==> config.mk <==
export PLATFORM = sky130hd
export DESIGN_NAME = mem_arbiter_flat
export DESIGN_NICKNAME = d
export VERILOG_FILES = /design/src/rtl/mem_arb_pkg.sv /design/src/rtl/mem_arbiter_if.sv /design/src/rtl/mem_arbiter_rr_arb2.sv /design/src/rtl/mem_arbiter.sv /design/src/flat_wrapper.sv
export SDC_FILE = /design/constraint.sdc
export NUM_CORES = 1
export LEC_CHECK = 0
export CAP_MARGIN = 25
export CORE_UTILIZATION = 41
export DETAILED_ROUTE_END_ITERATION = 10
export PLACE_DENSITY = 0.89
export SKIP_CTS_REPAIR_TIMING = 1
export SLEW_MARGIN = 10
export SYNTH_ARGS = -nofsm -noshare
export SYNTH_HDL_FRONTEND = slang
export SYNTH_HIERARCHICAL = 1
export SYNTH_SLANG_ARGS = --single-unit
==> constraint.sdc <==
create_clock -name clk_i -period 1.51 [get_ports clk_i]
set_input_delay 0.302 -clock clk_i [delete_from_list [all_inputs] [get_ports clk_i]]
set_output_delay 0.302 -clock clk_i [all_outputs]
set_load 0.02 [all_outputs]
==> src/rtl/mem_arb_pkg.sv <==
// Shared types for the unified-memory arbiter: FSM state encoding and master IDs.
package mem_arb_pkg;

  typedef enum logic [1:0] {
    IDLE  = 2'd0,
    ISSUE = 2'd1,
    WAIT  = 2'd2,
    RESP  = 2'd3
  } arb_state_e;

  localparam logic M_CPU = 1'b0;
  localparam logic M_LDR = 1'b1;

endpackage

==> src/rtl/mem_arbiter_if.sv <==
// One requester port of the memory arbiter: request fields in, ack/read data out.
interface mem_arbiter_if #(
  parameter int ADDR_W = 16,
  parameter int DATA_W = 16
) ();

  logic              req;
  logic              we;
  logic [ADDR_W-1:0] addr;
  logic [DATA_W-1:0] wdata;
  logic              ack;
  logic [DATA_W-1:0] rdata;

  modport master (output req, we, addr, wdata, input ack, rdata);
  modport slave  (input req, we, addr, wdata, output ack, rdata);

endinterface

==> src/rtl/mem_arbiter_rr_arb2.sv <==
// Two-input round-robin picker: on a tie the master that did not go last wins.
module rr_arb2 (
  input  logic req0_i,
  input  logic req1_i,
  input  logic last_owner_i,
  output logic valid_o,
  output logic winner_o
);

  // Winner selection
  always_comb begin
    valid_o = req0_i | req1_i;
    if (req0_i && req1_i) begin
      winner_o = ~last_owner_i;
    end else if (req1_i) begin
      winner_o = 1'b1;
    end else begin
      winner_o = 1'b0;
    end
  end

endmodule

==> src/rtl/mem_arbiter.sv <==
// Serialises CPU and loader accesses onto the single-port unified memory,
// returning a one-cycle ack and held read data to the transaction owner.
module mem_arbiter
  import mem_arb_pkg::*;
#(
  parameter int ADDR_W  = 16,
  parameter int DATA_W  = 16,
  parameter int MEM_LAT = 1
) (
  input  logic              clk_i,
  input  logic              rst_i,
  mem_arbiter_if.slave      m0_if,
  mem_arbiter_if.slave      m1_if,
  output logic              mem_en_o,
  output logic              mem_we_o,
  output logic [ADDR_W-1:0] mem_addr_o,
  output logic [DATA_W-1:0] mem_wdata_o,
  input  logic [DATA_W-1:0] mem_rdata_i,
  output logic              busy_o,
  output logic              owner_o
);

  localparam int CNT_W = (MEM_LAT < 2) ? 1 : $clog2(MEM_LAT + 1);

  arb_state_e        state_q, state_d;
  logic              owner_q, owner_d;
  logic              last_owner_q, last_owner_d;
  logic [CNT_W-1:0]  cnt_q, cnt_d;
  logic              we_q, we_d;
  logic [ADDR_W-1:0] addr_q, addr_d;
  logic [DATA_W-1:0] wdata_q, wdata_d;
  logic [DATA_W-1:0] rdata0_q, rdata0_d;
  logic [DATA_W-1:0] rdata1_q, rdata1_d;
  logic              grant_valid_s;
  logic              grant_owner_s;

  rr_arb2 u_rr_arb2 (
    .req0_i       (m0_if.req),
    .req1_i       (m1_if.req),
    .last_owner_i (last_owner_q),
    .valid_o      (grant_valid_s),
    .winner_o     (grant_owner_s)
  );

  // State and datapath registers; last_owner resets to 1 so the CPU wins the first tie
  always_ff @(posedge clk_i) begin
    if (rst_i) begin
      state_q      <= IDLE;
      owner_q      <= 1'b0;
      last_owner_q <= 1'b1;
      cnt_q        <= '0;
      we_q         <= 1'b0;
      addr_q       <= '0;
      wdata_q      <= '0;
      rdata0_q     <= '0;
      rdata1_q     <= '0;
    end else begin
      state_q      <= state_d;
      owner_q      <= owner_d;
      last_owner_q <= last_owner_d;
      cnt_q        <= cnt_d;
      we_q         <= we_d;
      addr_q       <= addr_d;
      wdata_q      <= wdata_d;
      rdata0_q     <= rdata0_d;
      rdata1_q     <= rdata1_d;
    end
  end

  // Next-state and register update logic
  always_comb begin
    state_d      = state_q;
    owner_d      = owner_q;
    last_owner_d = last_owner_q;
    cnt_d        = cnt_q;
    we_d         = we_q;
    addr_d       = addr_q;
    wdata_d      = wdata_q;
    rdata0_d     = rdata0_q;
    rdata1_d     = rdata1_q;
    case (state_q)
      IDLE: begin
        if (grant_valid_s) begin
          state_d = ISSUE;
          owner_d = grant_owner_s;
          if (grant_owner_s == M_LDR) begin
            we_d    = m1_if.we;
            addr_d  = m1_if.addr;
            wdata_d = m1_if.wdata;
          end else begin
            we_d    = m0_if.we;
            addr_d  = m0_if.addr;
            wdata_d = m0_if.wdata;
          end
        end else begin
          state_d = IDLE;
        end
      end
      ISSUE: begin
        cnt_d   = CNT_W'(MEM_LAT);
        state_d = WAIT;
      end
      WAIT: begin
        cnt_d = cnt_q - CNT_W'(1);
        // Memory data is only valid on the last latency cycle
        if (cnt_q == CNT_W'(1)) begin
          state_d = RESP;
          if (we_q) begin
            rdata0_d = rdata0_q;
          end else if (owner_q == M_LDR) begin
            rdata1_d = mem_rdata_i;
          end else begin
            rdata0_d = mem_rdata_i;
          end
        end else begin
          state_d = WAIT;
        end
      end
      RESP: begin
        last_owner_d = owner_q;
        state_d      = IDLE;
      end
      default: begin
        state_d = IDLE;
      end
    endcase
  end

  // Output decode from the registered state
  always_comb begin
    mem_en_o    = 1'b0;
    busy_o      = 1'b1;
    m0_if.ack   = 1'b0;
    m1_if.ack   = 1'b0;
    case (state_q)
      IDLE:  busy_o   = 1'b0;
      ISSUE: mem_en_o = 1'b1;
      WAIT:  busy_o   = 1'b1;
      RESP: begin
        if (owner_q == M_LDR) begin
          m1_if.ack = 1'b1;
        end else begin
          m0_if.ack = 1'b1;
        end
      end
      default: busy_o = 1'b0;
    endcase
    mem_we_o    = we_q;
    mem_addr_o  = addr_q;
    mem_wdata_o = wdata_q;
    owner_o     = owner_q;
    m0_if.rdata = rdata0_q;
    m1_if.rdata = rdata1_q;
  end

endmodule

==> src/flat_wrapper.sv <==
// flat-port wrapper written by rule: the top's interface ports become plain ports
module mem_arbiter_flat import mem_arb_pkg::*;
#(
  parameter int ADDR_W  = 16,
  parameter int DATA_W  = 16,
  parameter int MEM_LAT = 1
)
  (clk_i, rst_i, mem_en_o, mem_we_o, mem_addr_o, mem_wdata_o, mem_rdata_i, busy_o, owner_o, m0_if_req, m0_if_we, m0_if_addr, m0_if_wdata, m0_if_ack, m0_if_rdata, m1_if_req, m1_if_we, m1_if_addr, m1_if_wdata, m1_if_ack, m1_if_rdata);
  mem_arbiter_if #(.ADDR_W(ADDR_W), .DATA_W(DATA_W)) m0_if_i ();
  mem_arbiter_if #(.ADDR_W(ADDR_W), .DATA_W(DATA_W)) m1_if_i ();
  input  logic clk_i;
  input  logic rst_i;
  output logic mem_en_o;
  output logic mem_we_o;
  output logic [ADDR_W-1:0] mem_addr_o;
  output logic [DATA_W-1:0] mem_wdata_o;
  input  logic [DATA_W-1:0] mem_rdata_i;
  output logic busy_o;
  output logic owner_o;
  input wire logic [$bits(m0_if_i.req)-1:0] m0_if_req;
  input wire logic [$bits(m0_if_i.we)-1:0] m0_if_we;
  input wire logic [$bits(m0_if_i.addr)-1:0] m0_if_addr;
  input wire logic [$bits(m0_if_i.wdata)-1:0] m0_if_wdata;
  output wire logic [$bits(m0_if_i.ack)-1:0] m0_if_ack;
  output wire logic [$bits(m0_if_i.rdata)-1:0] m0_if_rdata;
  input wire logic [$bits(m1_if_i.req)-1:0] m1_if_req;
  input wire logic [$bits(m1_if_i.we)-1:0] m1_if_we;
  input wire logic [$bits(m1_if_i.addr)-1:0] m1_if_addr;
  input wire logic [$bits(m1_if_i.wdata)-1:0] m1_if_wdata;
  output wire logic [$bits(m1_if_i.ack)-1:0] m1_if_ack;
  output wire logic [$bits(m1_if_i.rdata)-1:0] m1_if_rdata;
  assign m0_if_i.req = m0_if_req;
  assign m0_if_i.we = m0_if_we;
  assign m0_if_i.addr = m0_if_addr;
  assign m0_if_i.wdata = m0_if_wdata;
  assign m0_if_ack = m0_if_i.ack;
  assign m0_if_rdata = m0_if_i.rdata;
  assign m1_if_i.req = m1_if_req;
  assign m1_if_i.we = m1_if_we;
  assign m1_if_i.addr = m1_if_addr;
  assign m1_if_i.wdata = m1_if_wdata;
  assign m1_if_ack = m1_if_i.ack;
  assign m1_if_rdata = m1_if_i.rdata;
  mem_arbiter #(.ADDR_W(ADDR_W), .DATA_W(DATA_W), .MEM_LAT(MEM_LAT)) u_core (.clk_i(clk_i), .rst_i(rst_i), .m0_if(m0_if_i), .m1_if(m1_if_i), .mem_en_o(mem_en_o), .mem_we_o(mem_we_o), .mem_addr_o(mem_addr_o), .mem_wdata_o(mem_wdata_o), .mem_rdata_i(mem_rdata_i), .busy_o(busy_o), .owner_o(owner_o));
endmodule
==> results.json <==
{
  "outcome": "complete, no violations",
  "critical-path-top-delay-family": "flip-flops",
  "multiInputGateArea_sq_um": 1730,
  "final_cycle_utilization_of_the_critical_path_pct": 99.0,
  "synth-main-ff-cell": "sky130_fd_sc_hd__dfxtp_1",
  "synth_enable_flop_cells": 0,
  "synthTopCellsByArea": "sky130_fd_sc_hd__dfxtp_1 42%, sky130_fd_sc_hd__mux2i_1 20%, sky130_fd_sc_hd__a211oi_2 11%",
  "p_switching_mw": 1.65,
  "finish.net_count": 549,
  "critical_path.n_buffers_inverters": 1,
  "reg2reg_setup_slack_ns": 0.07,
  "area.sequential_sq_um": 1400,
  "worst-setup-path-type": "flop to primary output",
  "ir_worst_vdd_mv": 0.531,
  "antenna_violations_before_repair": 0,
  "setup_total_negative_slack_ns": 0,
  "hold_path_startpoint": "rst_i",
  "area_delta_synth_final_pct": 61.7,
  "cpPeakStageDelay_ns": 0.34,
  "dr.first_iter.drc_count": 59,
  "netlist_instances": 304,
  "cp_data_arrival_time_ns": 1.19,
  "via_count_of_the_first_global_routing_pass": 2945,
  "floorplan.rows": 32,
  "pwr_density_cell_nw_per_um2": 1020,
  "synth_top_area_cell": "sky130_fd_sc_hd__dfxtp_1",
  "clkSlewWorstSetupHoldPaths_ns": 0.08,
  "maxCapViolCount": 0,
  "pin_count": 156,
  "cts-buffers-inserted": 9,
  "netlist_area_sq_um": 3330,
  "postRouteAntennaNets": 0,
  "core_area_sq_um": 7810,
  "die_area_sq_um": 8490,
  "postSynth.asyncResetShare_pct": 0,
  "timing.final.max_slew_violations": 0,
  "clkLatencyLatePin_ns": 0.34,
  "max_clock_freq_ghz": 0.669,
  "grt_first_pass_wirelength_um": 14000,
  "r2r.worst_path.cells": 6,
  "critPathCaptureType": "primary output",
  "crit_path_cell_trace": "ha_2, and2_2, buf_6",
  "average_wire_length_per_cell_after_detail_routing_um": 16.3,
  "drt-pass1-iter-count": 4,
  "initial_utilization_pct": 42.7,
  "comb_power_share_pct": 30.2,
  "synth.lib_cells_used.distinct": 28,
  "tritoncts_num_sinks": 70,
  "synth_top_area_share_pct": 42.1,
  "ctsLongestPathBuffers": 2,
  "num-fill-cells": 593,
  "ys_warn_count": 6,
  "sequential_share_of_the_synthesized_area_pct": 42.1,
  "final_core_utilization_pct": 69.0,
  "layout_min_cycle_time_ns": 1.49,
  "clock_skew_ns": 0.0116,
  "synthesis.area_per_instance_sq_um": 11.0,
  "grt_start_max_net_pins": 44,
  "io_buffers": 155,
  "count_of_endpoints_failing_hold_in_the_final_timing_report": 0,
  "critical_path_required_ns": 1.21,
  "worstHoldPathType": "primary input to flop",
  "timing.critical_path.fanout_max": 3,
  "grt.overflow.total": 0,
  "setup_viol_count_final": 0,
  "clock_root_buffer_master": "sky130_fd_sc_hd__clkbuf_8",
  "worstReg2RegStart": "u_core/state_q[0]$_SDFF_PP0_",
  "groute.usage.overall_pct": 20.9,
  "yosys_register_bits": 70,
  "drt-vias-per-instance": 5.02,
  "vias": 2837,
  "post_synth_most_frequent_cells": "70 x sky130_fd_sc_hd__dfxtp_1, 65 x sky130_fd_sc_hd__mux2i_1, 48 x sky130_fd_sc_hd__nand2b_1, 35 x sky130_fd_sc_hd__a21oi_1, 30 x sky130_fd_sc_hd__a211oi_2",
  "rsz0062_at_grt": "true",
  "tritoncts": "built",
  "swShare_pct": 30.1,
  "width_of_the_die_um": 92.2,
  "power.leakage_nw": 3.08,
  "worst_setup_path_start_kind": "flop",
  "seq_power_share_pct": 38.8,
  "synth_most_common_cell": "sky130_fd_sc_hd__dfxtp_1",
  "post_route_cells_drive_above_1_share_pct": 16.8,
  "floorplan.die.height_um": 92.2,
  "routed_wirelength_um": 9220,
  "worst_pin_slew_ns": 0.325,
  "cpMaxStageDelayCell": "sky130_fd_sc_hd__dfxtp_2",
  "dp_hpwl_um": 6450,
  "weighted_congestion_reported_at_the_end_of_routability_driven_placement": 0.730,
  "hold_path_depth": 3,
  "power.internal_mw": 3.83,
  "timing.slew.headroom_pct": 78.4,
  "r2r_end": "u_core/m0_if.rdata[9]$_SDFFE_PP0P_",
  "num_antenna_cells": 0,
  "whs_endpoint": "u_core/m1_if.rdata[9]$_SDFFE_PP0P_",
  "synth_fp_nets": 395,
  "drc_errors": 0,
  "clockPowerShare_pct": 31.1,
  "h-tree-depth": 3
}
[flip-flops by register name, summed over array words and instances, names as in the netlist]
name and count:
u_core/last_owner_q 1, u_core/m1_if.rdata 16, u_core/mem_we_o 1, u_core/mem_addr_o 16, u_core/owner_o 1, u_core/state_q 2, u_core/cnt_q 1, u_core/mem_wdata_o 16
u_core/m0_if.rdata 16
[logic make-up (layout without fill, tap and decap cells)]
kind of cell             after synthesis  in the layout  share of synthesized area (%)
AO/OA/AOI/OAI                         73             73                           18.4
adder cells (fa/ha/maj)                5              5                           1.88
buffers and inverters                 33            190                           7.02
flip-flops                            70             70                           42.1
multiplexers                          65             65                           19.5
AND/OR/NAND/NOR                       58             60                           11.1
[power by group through the flow]
| stage | Clock, mW | Combinational, mW | Sequential (mW) |
|---|---|---|---|
| finish | 1.70 | 1.65 | 2.12 |
| global route | 1.82 | 1.76 | 2.15 |
| CTS | 1.73 | 1.64 | 2.13 |
| detailed placement | 0 | 1.64 | 2.17 |
| global placement | 0 | 1.59 | 2.16 |
| floorplan | 0 | 0.757 | 2.36 |
[worst reg2reg max path, stage by stage (launching register included)]
cell and delay [ns]:
sky130_fd_sc_hd__dfxtp_2 0.34, sky130_fd_sc_hd__inv_1 0.07, sky130_fd_sc_hd__buf_4 0.11, sky130_fd_sc_hd__ha_2 0.19, sky130_fd_sc_hd__and4bb_1 0.24, sky130_fd_sc_hd__buf_12 0.19, sky130_fd_sc_hd__mux2i_1 0.23
[per-layer routing]
layer  vias up  global-route usage, %  part of all wire [%]
met2       100                   39.2                    53
met4         0                   8.85                   2.0
met3        16                   3.90                   4.8
met1      1340                   22.9                    40
met5         -                      0                     0
li1       1381                      -                     -
[layout by cell type (no fill, tap or decap), types with 10 or more instances in the layout]
cell type,count
sky130_fd_sc_hd__clkdlybuf4s50_1,84
sky130_fd_sc_hd__dfxtp_1,68
sky130_fd_sc_hd__dlymetal6s2s_1,66
sky130_fd_sc_hd__mux2i_1,65
sky130_fd_sc_hd__nand2b_1,48
sky130_fd_sc_hd__a21oi_1,35
sky130_fd_sc_hd__a211oi_2,30
sky130_fd_sc_hd__clkbuf_8,10
sky130_fd_sc_hd__buf_4,10
[stage by stage]
| step | std cells | total power [mW] | hold slack (ns) | area (sq um) | setup slack [ns] |
|---|---|---|---|---|---|
| 6_report | 565 | 5.48 | 0.433 | 5390 | 0.0155 |
| 5_1_grt | 565 | 5.73 | 0.444 | 5390 | -0.0298 |
| 4_1_cts | 563 | 5.50 | 0.423 | 5180 | -0.459 |
| 3_5_place_dp | 547 | 3.81 | 0.468 | 4960 | -0.326 |
| 3_3_place_gp | 547 | 3.76 | 0.458 | 4960 | -0.252 |
| 2_1_floorplan | 304 | 3.11 | 0.436 | 3330 | 0.150 |
[how the worst max path moves through the flow]
stage,startpoint,end,cells past startpoint
2_1_floorplan,u_core/state_q[0]$_SDFF_PP0_,u_core/mem_wdata_o[5]$_SDFFE_PP0P_,7
3_3_place_gp,m1_if_req,u_core/mem_addr_o[9]$_SDFFE_PP0P_,5
3_5_place_dp,m1_if_req,u_core/mem_wdata_o[5]$_SDFFE_PP0P_,5
4_1_cts,u_core/state_q[0]$_SDFF_PP0_,m1_if_ack,3
5_1_grt,u_core/state_q[1]$_SDFF_PP0_,m0_if_ack,4
6_report,u_core/state_q[1]$_SDFF_PP0_,m1_if_ack,3
[cell type report]
class | instances | area share [%]
Inverter | 4 | 0.279
Multi-Input combinational cell | 203 | 32.1
Sequential cell | 70 | 26.1
Clock inverter | 6 | 1.56
Tap cell | 102 | 2.37
Clock buffer | 10 | 2.56
Timing Repair Buffer | 170 | 35.0
Power figures use the tool's default switching activity.
